**config.mk**
```make
export PLATFORM = sky130hd
export DESIGN_NAME = supply_threshold_monitor
export DESIGN_NICKNAME = d
export VERILOG_FILES = /design/src/rtl/supply_mon_pkg.sv /design/src/rtl/sync_fifo.sv /design/src/rtl/supply_threshold_monitor.sv
export SDC_FILE = /design/constraint.sdc
export NUM_CORES = 1
export LEC_CHECK = 0
export ABC_AREA = 1
export CAP_MARGIN = 25
export CORE_AREA = 2 2 96 167
export CTS_BUF_LIST = sky130_fd_sc_hd__clkbuf_8 sky130_fd_sc_hd__clkbuf_16
export CTS_CLUSTER_DIAMETER = 80
export DETAILED_ROUTE_END_ITERATION = 8
export DIE_AREA = 0 0 98 169
export PLACE_DENSITY = 0.74
export SLEW_MARGIN = 20
export SYNTH_ARGS = -nofsm -noshare
export SYNTH_HDL_FRONTEND = slang
export SYNTH_SLANG_ARGS = --single-unit
```
**constraint.sdc**
```tcl
create_clock -name clk -period 7 [get_ports clk]
set_clock_uncertainty 0.15 [all_clocks]
set_input_delay 1.05 -clock clk [delete_from_list [all_inputs] [get_ports clk]]
set_output_delay 1.05 -clock clk [all_outputs]
set_load 0.01 [all_outputs]
```
**src/rtl/supply_mon_pkg.sv**
```systemverilog
// Shared types for the supply threshold monitor: severity levels, the event
// record pushed on every committed level change, and raw sample classification.
package supply_mon_pkg;

    localparam int CH_MAX_W = 4;

    typedef enum logic [1:0] {
        LVL_NOM  = 2'd0,
        LVL_WARN = 2'd1,
        LVL_ERR  = 2'd2,
        LVL_BRK  = 2'd3
    } lvl_t;

    typedef struct packed {
        logic [CH_MAX_W-1:0] ch;
        lvl_t                from;
        lvl_t                to;
    } evt_t;

    // Takes pre-computed comparator results so the function stays width-agnostic.
    function automatic lvl_t classify(input logic above_brk, input logic at_max, input logic at_ref);
        if (above_brk)   return LVL_BRK;
        else if (at_max) return LVL_ERR;
        else if (at_ref) return LVL_WARN;
        else             return LVL_NOM;
    endfunction

endpackage

```
**src/rtl/sync_fifo.sv**
```systemverilog
// Single-clock FIFO with NWR ordered write ports (lowest port first) and one
// read port; writes beyond the free space are dropped and flagged on drop.
module sync_fifo #(
    parameter int WIDTH = 8,
    parameter int DEPTH = 4,
    parameter int NWR   = 1,
    parameter bit FWFT  = 1'b1
) (
    input  logic                 clk,
    input  logic                 rst_n,
    input  logic [NWR-1:0]       wr_en,
    input  logic [NWR*WIDTH-1:0] wr_data,
    input  logic                 rd_en,
    output logic [WIDTH-1:0]     rd_data,
    output logic                 full,
    output logic                 empty,
    output logic                 drop
);
    localparam int AW = (DEPTH > 1) ? $clog2(DEPTH) : 1;

    logic [WIDTH-1:0] mem [DEPTH];
    logic [AW-1:0]    wr_ptr_reg, rd_ptr_reg;
    logic [AW:0]      count_reg;
    logic             pop;
    logic [NWR-1:0]   slot_en;
    logic [AW-1:0]    slot_idx [NWR];
    int               space;
    int               n_acc;

    assign empty = (count_reg == '0);
    assign full  = (count_reg == (AW+1)'(DEPTH));
    assign pop   = rd_en && !empty;

    // A pop in the same cycle frees one slot for the incoming writes.
    always_comb begin
        space = DEPTH - int'(count_reg) + (pop ? 1 : 0);
        n_acc = 0;
        drop  = 1'b0;
        for (int k = 0; k < NWR; k++) begin
            slot_en[k]  = 1'b0;
            slot_idx[k] = '0;
            if (wr_en[k]) begin
                if (n_acc < space) begin
                    slot_en[k]  = 1'b1;
                    slot_idx[k] = AW'(int'(wr_ptr_reg) + n_acc);
                    n_acc       = n_acc + 1;
                end else begin
                    drop = 1'b1;
                end
            end
        end
    end

    always_ff @(posedge clk) begin
        if (!rst_n) begin
            wr_ptr_reg <= '0;
            rd_ptr_reg <= '0;
            count_reg  <= '0;
        end else begin
            wr_ptr_reg <= AW'(int'(wr_ptr_reg) + n_acc);
            rd_ptr_reg <= rd_ptr_reg + AW'(pop);
            count_reg  <= (AW+1)'(int'(count_reg) + n_acc - (pop ? 1 : 0));
        end
    end

    always_ff @(posedge clk) begin
        for (int k = 0; k < NWR; k++) begin
            if (slot_en[k]) mem[slot_idx[k]] <= wr_data[k*WIDTH +: WIDTH];
        end
    end

    generate
        if (FWFT) begin : g_fwft
            assign rd_data = mem[rd_ptr_reg];
        end else begin : g_std
            logic [WIDTH-1:0] rd_data_reg;
            always_ff @(posedge clk) begin
                if (pop) rd_data_reg <= mem[rd_ptr_reg];
            end
            assign rd_data = rd_data_reg;
        end
    endgenerate

endmodule

```
**src/rtl/supply_threshold_monitor.sv**
```systemverilog
// Multi-channel supply level classifier with hysteresis, debounce, latched
// breakdown and an event FIFO reporting every committed level change.
module supply_threshold_monitor
    import supply_mon_pkg::*;
#(
    parameter int NCH       = 4,
    parameter int W         = 8,
    parameter int DEBOUNCE  = 3,
    parameter int DCNT_W    = 4,
    parameter int EVT_DEPTH = 4,
    localparam int CH_W     = (NCH > 1) ? $clog2(NCH) : 1
) (
    input  logic              clk,
    input  logic              rst_n,
    input  logic              smp_valid,
    input  logic [CH_W-1:0]   smp_ch,
    input  logic [W-1:0]      smp_code,
    input  logic [W-1:0]      cfg_vref,
    input  logic [W-1:0]      cfg_vmax,
    input  logic [W-1:0]      cfg_vbrk,
    input  logic [W-1:0]      cfg_hyst,
    input  logic [NCH-1:0]    clr_brk,
    output logic [2*NCH-1:0]  level,
    output logic              warn_any,
    output logic              err_any,
    output logic              brk_any,
    output logic              evt_valid,
    input  logic              evt_ready,
    output logic [CH_W-1:0]   evt_ch,
    output logic [1:0]        evt_from,
    output logic [1:0]        evt_to,
    output logic              evt_ovf
);
    localparam int EVT_W = $bits(evt_t);

    lvl_t                 raw_cls;
    logic [NCH-1:0]       is_warn, is_err, is_brk, push;
    logic [NCH*EVT_W-1:0] push_data;
    logic [EVT_W-1:0]     head_bits;
    evt_t                 head;
    logic                 fifo_empty, fifo_full, fifo_drop;

    assign raw_cls = classify(smp_code > cfg_vbrk, smp_code >= cfg_vmax, smp_code >= cfg_vref);

    genvar gi;
    generate
        for (gi = 0; gi < NCH; gi++) begin : g_ch
            lvl_t              lvl_reg, lvl_next, cand_reg, cand_next, cls;
            logic [DCNT_W-1:0] cnt_reg, cnt_next;
            logic [W-1:0]      thr;
            logic              hit, push_req;
            evt_t              evt;

            assign hit = smp_valid && (smp_ch == CH_W'(gi));

            always_comb begin
                lvl_next  = lvl_reg;
                cand_next = cand_reg;
                cnt_next  = cnt_reg;
                push_req  = 1'b0;
                // Moving down requires clearing the current level's threshold by hyst.
                thr = (lvl_reg == LVL_ERR) ? cfg_vmax : cfg_vref;
                cls = raw_cls;
                if (raw_cls < lvl_reg && !(thr > cfg_hyst && smp_code < thr - cfg_hyst))
                    cls = lvl_reg;

                if (lvl_reg == LVL_BRK) begin
                    if (clr_brk[gi] && !(hit && raw_cls == LVL_BRK)) begin
                        lvl_next  = LVL_NOM;
                        cand_next = LVL_NOM;
                        cnt_next  = '0;
                        push_req  = 1'b1;
                    end
                end else if (hit) begin
                    if (cls == LVL_BRK) begin
                        lvl_next = LVL_BRK;
                        cnt_next = '0;
                        push_req = 1'b1;
                    end else if (cls == lvl_reg) begin
                        cnt_next = '0;
                    end else if (cls == cand_reg) begin
                        if (int'(cnt_reg) + 1 == DEBOUNCE) begin
                            lvl_next = cls;
                            cnt_next = '0;
                            push_req = 1'b1;
                        end else begin
                            cnt_next = cnt_reg + 1'b1;
                        end
                    end else begin
                        cand_next = cls;
                        cnt_next  = DCNT_W'(1);
                        if (DEBOUNCE == 1) begin
                            lvl_next = cls;
                            cnt_next = '0;
                            push_req = 1'b1;
                        end
                    end
                end
                evt = '{ch: CH_MAX_W'(gi), from: lvl_reg, to: lvl_next};
            end

            always_ff @(posedge clk) begin
                if (!rst_n) begin
                    lvl_reg  <= LVL_NOM;
                    cand_reg <= LVL_NOM;
                    cnt_reg  <= '0;
                end else begin
                    lvl_reg  <= lvl_next;
                    cand_reg <= cand_next;
                    cnt_reg  <= cnt_next;
                end
            end

            assign level[2*gi +: 2]              = lvl_reg;
            assign is_warn[gi]                   = (lvl_reg == LVL_WARN);
            assign is_err[gi]                    = (lvl_reg == LVL_ERR);
            assign is_brk[gi]                    = (lvl_reg == LVL_BRK);
            assign push[gi]                      = push_req;
            assign push_data[gi*EVT_W +: EVT_W]  = evt;
        end
    endgenerate

    always_ff @(posedge clk) begin
        if (!rst_n) begin
            warn_any <= 1'b0;
            err_any  <= 1'b0;
            brk_any  <= 1'b0;
            evt_ovf  <= 1'b0;
        end else begin
            warn_any <= |is_warn;
            err_any  <= |is_err;
            brk_any  <= |is_brk;
            if (fifo_drop) evt_ovf <= 1'b1;
        end
    end

    sync_fifo #(
        .WIDTH (EVT_W),
        .DEPTH (EVT_DEPTH),
        .NWR   (NCH),
        .FWFT  (1'b1)
    ) u_evt_fifo (
        .clk     (clk),
        .rst_n   (rst_n),
        .wr_en   (push),
        .wr_data (push_data),
        .rd_en   (evt_ready),
        .rd_data (head_bits),
        .full    (fifo_full),
        .empty   (fifo_empty),
        .drop    (fifo_drop)
    );

    assign head      = evt_t'(head_bits);
    assign evt_valid = !fifo_empty;
    assign evt_ch    = head.ch[CH_W-1:0];
    assign evt_from  = head.from;
    assign evt_to    = head.to;

endmodule

```
=== Yosys cells after proc, flatten, opt, wreduce, memory -nomap -nowiden ===
Memories as Yosys holds them, arrays and structs flattened. A register that Yosys moved wholly into a read port is not among the register bits.
Cells that the tools add are included.

* Bits in read-only memories: 0
* Register bits: 43
* Logic and storage cells: 319
* Bits in latches: 0
* Memories: 1
* Bits in writable memories: 24

{| class="wikitable"
|+ Memories
! name !! depth !! bits a word !! read ports !! clocked after memory_dff !! wr ports !! RTL line !! source
|-
| u_evt_fifo.mem || 4 || 6 || 1 || 1 || 4 || sync_fifo.sv:21 || <nowiki>logic [WIDTH-1:0] mem [DEPTH];</nowiki>
|}

* Shift operators: 0
* Multipliers: 0
* Bitwise gates (word level): 0
* Equality and inequality tests: 48
* Add/sub/neg operators: 24
* Magnitude comparators: 19
* Divide/modulo/power cells: 0
* Multiplexer cells: 161
* Reductions and logical operators: 47

{| class="wikitable"
|+ Operators by type and width
! operator !! count
|-
| 2-bit 2-to-1 mux || 67
|-
| 32-bit 2-to-1 mux || 4
|-
| 4-bit 2-to-1 mux || 28
|-
| 32-bit < comparator || 2
|-
| 1-bit 2-to-1 mux || 56
|-
| 8-bit > comparator || 5
|-
| 32-bit by 2-bit adder with 32-bit output || 1
|-
| 32-bit by 2-bit adder with 32-bit output (second input constant) || 1
|-
| 1-bit by 32-bit < comparator with 1-bit output (first input constant) || 1
|-
| 2-bit by 32-bit < comparator with 1-bit output || 1
|-
| 8-bit < comparator || 4
|-
| 8-bit 2-to-1 mux || 4
|-
| 8-bit subtractor || 4
|-
| 2-bit == test (second input constant) || 15
|-
| 2-bit inequality test (second input constant) || 12
|-
| 1-bit logical AND || 21
|-
| 4-bit by 1-bit adder with 5-bit output (second input constant) || 4
|-
| 5-bit by 2-bit == test with 1-bit output (second input constant) || 4
|-
| 5-bit AND reduction || 4
|-
| 4-bit by 1-bit adder with 4-bit output (second input constant) || 4
|-
| 2-bit == test || 8
|-
| 8-bit >= comparator || 2
|-
| 4-bit OR reduction || 3
|-
| 2-bit by 1-bit == test with 1-bit output (second input constant) || 5
|-
| 15 further kinds || 39
|}

=== Longest topological paths before layout ===
* Word-level depth: 26
* Mapped depth: 58
* Depth with buffers taken out: 58

=== Modules after synthesis ===
Synthesis repeated with hierarchy kept, for this count alone.

* Cell total of the unflattened synthesis: 1371
* Area, all modules: 9117.5 µm²

{| class="wikitable"
|+ By module, submodules not included
! module !! area each (µm²) !! cells each !! instances
|-
| supply_threshold_monitor || 5806.8 || 907 || 1
|-
| sync_fifo || 3310.7 || 464 || 1
|}

=== Worst setup path before layout ===
OpenSTA, ideal clock, no wires.

* Kind: input to register
* Start: in cfg_vref[2]
* End: reg u_evt_fifo.count_reg[2]
* Setup time: 128 ps
* Stages: 54
* Path slack: -324 ps
* Required time: 6722 ps
* Data arrival time: 7046 ps
* Path through: inv_1 o21ai_0 ha_1 nand2_1 o21ai_0 a21oi_1 o21ai_0 nand2_1 nand2_1 a21oi_1 xor2_1 ha_1 a21oi_1 o21a_1 nand4_2 nand3_2 nand2_1 nand3_1 [18 not listed] ha_1 nand2_1 nand2_1 nand2_1 nand2_1 nand2_2 nand3_4 nand2_1 nand2_1 inv_1 ha_1 inv_1 fa_1 xor2_1 xnor2_1 nand3b_1 nand2_1 nor2_1

* Cells in the longest elaborated chain, start to end: 25
* Elaborated cells on any way between the ends: 104

{| class="wikitable"
|+ Ends and longest elaborated chain
! item !! RTL line !! source
|-
| start: declaration || supply_threshold_monitor.sv:18 || <nowiki>input logic [W-1:0] cfg_vref,</nowiki>
|-
| 8-bit 2-to-1 mux / 8-bit >= comparator (equally long branches) || supply_threshold_monitor.sv:62, supply_threshold_monitor.sv:43 ||
|-
| 8-bit subtractor / 1-bit 2-to-1 mux (equally long branches) || supply_threshold_monitor.sv:64, supply_mon_pkg.sv:24 ||
|-
| 8-bit < comparator / 2-bit 2-to-1 mux (equally long branches) || supply_threshold_monitor.sv:64, supply_mon_pkg.sv:23 ||
|-
| 1-bit logical AND / 2-bit 2-to-1 mux (equally long branches) || supply_threshold_monitor.sv:64, supply_mon_pkg.sv:22 ||
|-
| 1-bit logical NOT / 2-bit < comparator (equally long branches) || supply_threshold_monitor.sv:64 || <nowiki>if (raw_cls < lvl_reg && !(thr > cfg_hyst && smp_code < thr - cfg_hyst))</nowiki>
|-
| 1-bit logical AND || supply_threshold_monitor.sv:64 ||
|-
| 2-bit 2-to-1 mux || supply_threshold_monitor.sv:64 ||
|-
| 2-bit == test || supply_threshold_monitor.sv:81 || <nowiki>end else if (cls == cand_reg) begin</nowiki>
|-
| [9 not listed] || - ||
|-
| 32-bit by 2-bit adder with 32-bit output / 32-bit < comparator (equally long branches) || sync_fifo.sv:46, sync_fifo.sv:43 ||
|-
| 32-bit 2-to-1 mux || sync_fifo.sv:43 || <nowiki>if (n_acc < space) begin</nowiki>
|-
| 32-bit 2-to-1 mux || sync_fifo.sv:42 || <nowiki>if (wr_en[k]) begin</nowiki>
|-
| 32-bit < comparator / 3-bit by 2-bit adder with 3-bit output (equally long branches) || sync_fifo.sv:43, sync_fifo.sv:46 ||
|-
| 3-bit 2-to-1 mux || sync_fifo.sv:43 ||
|-
| 3-bit 2-to-1 mux (*) || sync_fifo.sv:42 ||
|-
| 3-bit adder (*) || sync_fifo.sv:62 || <nowiki>count_reg <= (AW+1)'(int'(count_reg) + n_acc - (pop ? 1 : 0));</nowiki>
|-
| 3-bit subtractor (*) || sync_fifo.sv:62 ||
|-
| end signal: assignment || sync_fifo.sv:62 ||
|-
| end: declaration || sync_fifo.sv:23 || <nowiki>logic [AW:0] count_reg;</nowiki>
|}

Mark *: on every way between the ends. The rest lies on a longest branch, timed or not.
A chain may end at the register's enable or synchronous reset.

==> flow_metrics.env <==
export IMPL_outcome="finished, violations left"
export IMPL_violations="setup timing"
export IMPL_max_freq_mhz=135
export IMPL_crit_slowest_cell="ha_1"
export IMPL_drt_met1_wl_um=9580
export IMPL_synth_top_family_by_area="simple AND/OR/NAND/NOR gates"
export IMPL_path_class="in2reg"
export IMPL_syn_area_per_cell_um2=6.71
export IMPL_met2_length_um=15100
export IMPL_setup_ws_ps=-382
export IMPL_core_mm2=0.0152
export IMPL_grt_pass1_wl_um=44400
export IMPL_drv_slew=0
export IMPL_num_antenna_cells=0
export IMPL_vias=9600
export IMPL_drc=0
export IMPL_ys_top_cells_by_area="ha_1 (19%), nand2_1 (14%), dfxtp_1 (13%), inv_1 (8.6%), edfxtp_1 (6.0%)"
export IMPL_setup_tns_final_ps=-10270
export IMPL_viasPerCell=5.71
export IMPL_final_cell_mix="nand2_1 (265), buf_4 (225), inv_1 (162)"
export IMPL_first_pass_iters=5
export IMPL_setup_viol_count_final=42
export IMPL_cts_tree="yes"
export IMPL_wl_um=30100
export IMPL_final_util=0.766
export IMPL_cpPeakStageDelay_ps=320
export IMPL_drt_iter0_markers=778
export IMPL_dr_wl_met3_um=1700
export IMPL_finalHoldViolCount=0
export IMPL_initial_utilization=0.525
export IMPL_clockRootBuffer="clkbuf_16"
export IMPL_powerDensity_mw_per_mm2=225
export IMPL_fillCellCount=1082
export IMPL_yosys_warnings=0
export IMPL_syn_inst=1193
export IMPL_wl_per_cell_um=17.9
export IMPL_seqCellArea_mm2=0.00150
export IMPL_area_growth_pct=45.9
export IMPL_synth_top_area_cell="ha_1"
export IMPL_ys_flop_type="dfxtp_1"
export IMPL_synth_simple_area_share=0.292
export IMPL_clkSlewWorstSetupHoldPaths_ps=50
export IMPL_crit_path_end_kind="flip-flop"
export IMPL_io_pins=69
export IMPL_startpoint_type="input pin"
export IMPL_ant_nets=0
export IMPL_multiInputGateArea_mm2=0.00641
export IMPL_slew_headroom=0.478
export IMPL_worst_pin_slew_ps=777
export IMPL_synth_adder_area_share=0.199
export IMPL_synth_top_area_frac=0.186
export IMPL_io_buffers=68
export IMPL_synth_seq_cells=67
export IMPL_gp_congestion=0.943
export IMPL_synth_xor_area_share=0.0524
export IMPL_synth_nets=1367
export IMPL_cts_sinks=67
export IMPL_clockBufferDepth=2
export IMPL_final_common_cell="nand2_1"
export IMPL_p_leak_uw=0.00568
export IMPL_fin_nets=1665
export IMPL_rsz0062_at_grt="true"
export IMPL_synth_edf_count=16
export IMPL_ctsHoldBuffers=0
export IMPL_min_period_over_period=1.05
export IMPL_synthMuxAreaShare=0
export IMPL_die_x_um=98
export IMPL_grt_max_degree=38
export IMPL_place_ws_ps=-1080
export IMPL_grt_pass1_vias=9462
export IMPL_htreeDepth=3
export IMPL_antenna_found_initial=0
export IMPL_reg2reg_depth=52
export IMPL_grt_overflow_total=0
export IMPL_hold_path_cell_count=2
export IMPL_die_y_um=169
export IMPL_drive_gt1_frac=0.296
export IMPL_ir_drop_mv=0.253
export IMPL_largest_reg_flops=24
export IMPL_cp_data_arrival_time_ps=7310
export IMPL_seq_area_frac_synth=0.188
export IMPL_min_period_ps=7380
export IMPL_async_reset_ff_frac=0
export IMPL_maxCapViolations=0
export IMPL_top_layer_used="met4"
export IMPL_detailed_place_hpwl_um=21400
export IMPL_min_path_type="reg2reg"
export IMPL_synth_cell_types=54
export IMPL_clkLatencyLatePin_ps=350
export IMPL_cts_buffers=9
export IMPL_syn_area_mm2=0.00800
export IMPL_crit_fanout=5
export IMPL_rows=60
export IMPL_grt_usage=0.337
export IMPL_worstPathRequired_ps=6930
export IMPL_cpMostUsedCell="buf_4"
export IMPL_synth_compound_area_frac=0.167
export IMPL_die_area_mm2=0.0166
[path summary, 6_finish.rpt]
check	startpoint	endpoint	slack, ps
setup / recovery	cfg_vref[1]	u_evt_fifo.mem[2][1]$_DFFE_PP_	-380
hold / removal	u_evt_fifo.mem[0][5]$_SDFFE_PP1P_	u_evt_fifo.mem[0][5]$_SDFFE_PP1P_	320
setup reg to reg	g_ch[0].lvl_reg[1]$_SDFF_PN0_	u_evt_fifo.mem[2][1]$_DFFE_PP_	-330
hold reg to reg	u_evt_fifo.mem[0][5]$_SDFFE_PP1P_	u_evt_fifo.mem[0][5]$_SDFFE_PP1P_	320
[critical path: cells and delay by family]
| kind | cells | cell delay (ps) |
|---|---|---|
| AO/OA/AOI/OAI | 9 | 1060 |
| XOR/XNOR | 1 | 160 |
| adder cells (fa/ha/maj) | 2 | 610 |
| buffers and inverters | 22 | 2670 |
| AND/OR/NAND/NOR | 17 | 1750 |
[synthesized netlist by cell type, types with 11 or more instances]
cell and instances:
o21ai_0 77, inv_1 183, xnor2_1 21, nand2_1 295
nor2_1 85, nand4_1 22, dfxtp_1 51, nor3_1 17
nand2_2 23, xor2_1 25, edfxtp_1 16, o21ai_1 17
a21oi_1 74, o221ai_1 15, clkbuf_1 12, nand3_1 40
inv_2 11, ha_1 119
[where the power goes]
group | switching [uW] | internal [uW]
logic | 881 | 806
clock network | 174 | 276
registers | 43.2 | 443
total | 1100 | 1520
[routing by layer]
layer	up-vias	global-route usage
met4	0	0.344
met1	4333	0.303
met3	233	0.0557
met2	471	0.610
met5	-	0
li1	4563	-
[through the flow]
stage	hold slack, ps	cell area [um^2]	instances	power, uW
2_1_floorplan	286	8070	1193	1260
3_3_place_gp	303	10200	1602	1740
3_5_place_dp	308	10200	1602	1770
4_1_cts	324	11200	1669	2460
5_1_grt	349	11700	1681	2780
6_report	319	11700	1681	2620
[cell type report]
type / count / share of cell area
multi-input combinational: 913 / 0.549
timing repair buffer: 303 / 0.212
sequential: 67 / 0.129
inverter: 197 / 0.0646
clock buffer: 12 / 0.0238
tap: 186 / 0.0199
clock inverter: 3 / 0.00129
[cells by family after synthesis]
logic type,count (synthesis)
buffers and inverters,213
AO/OA/AOI/OAI,228
adder cells (fa/ha/maj),124
XOR/XNOR,47
flip-flops,67
AND/OR/NAND/NOR,514
[timing repair]
action | 4_1_cts | 5_1_grt
pin swaps | 73 | 70
setup endpoints to repair | 39 | 44
buffers inserted | 52 | 13
resized for setup | 112 | 99
No activity file was read; power rests on OpenSTA's default activity.
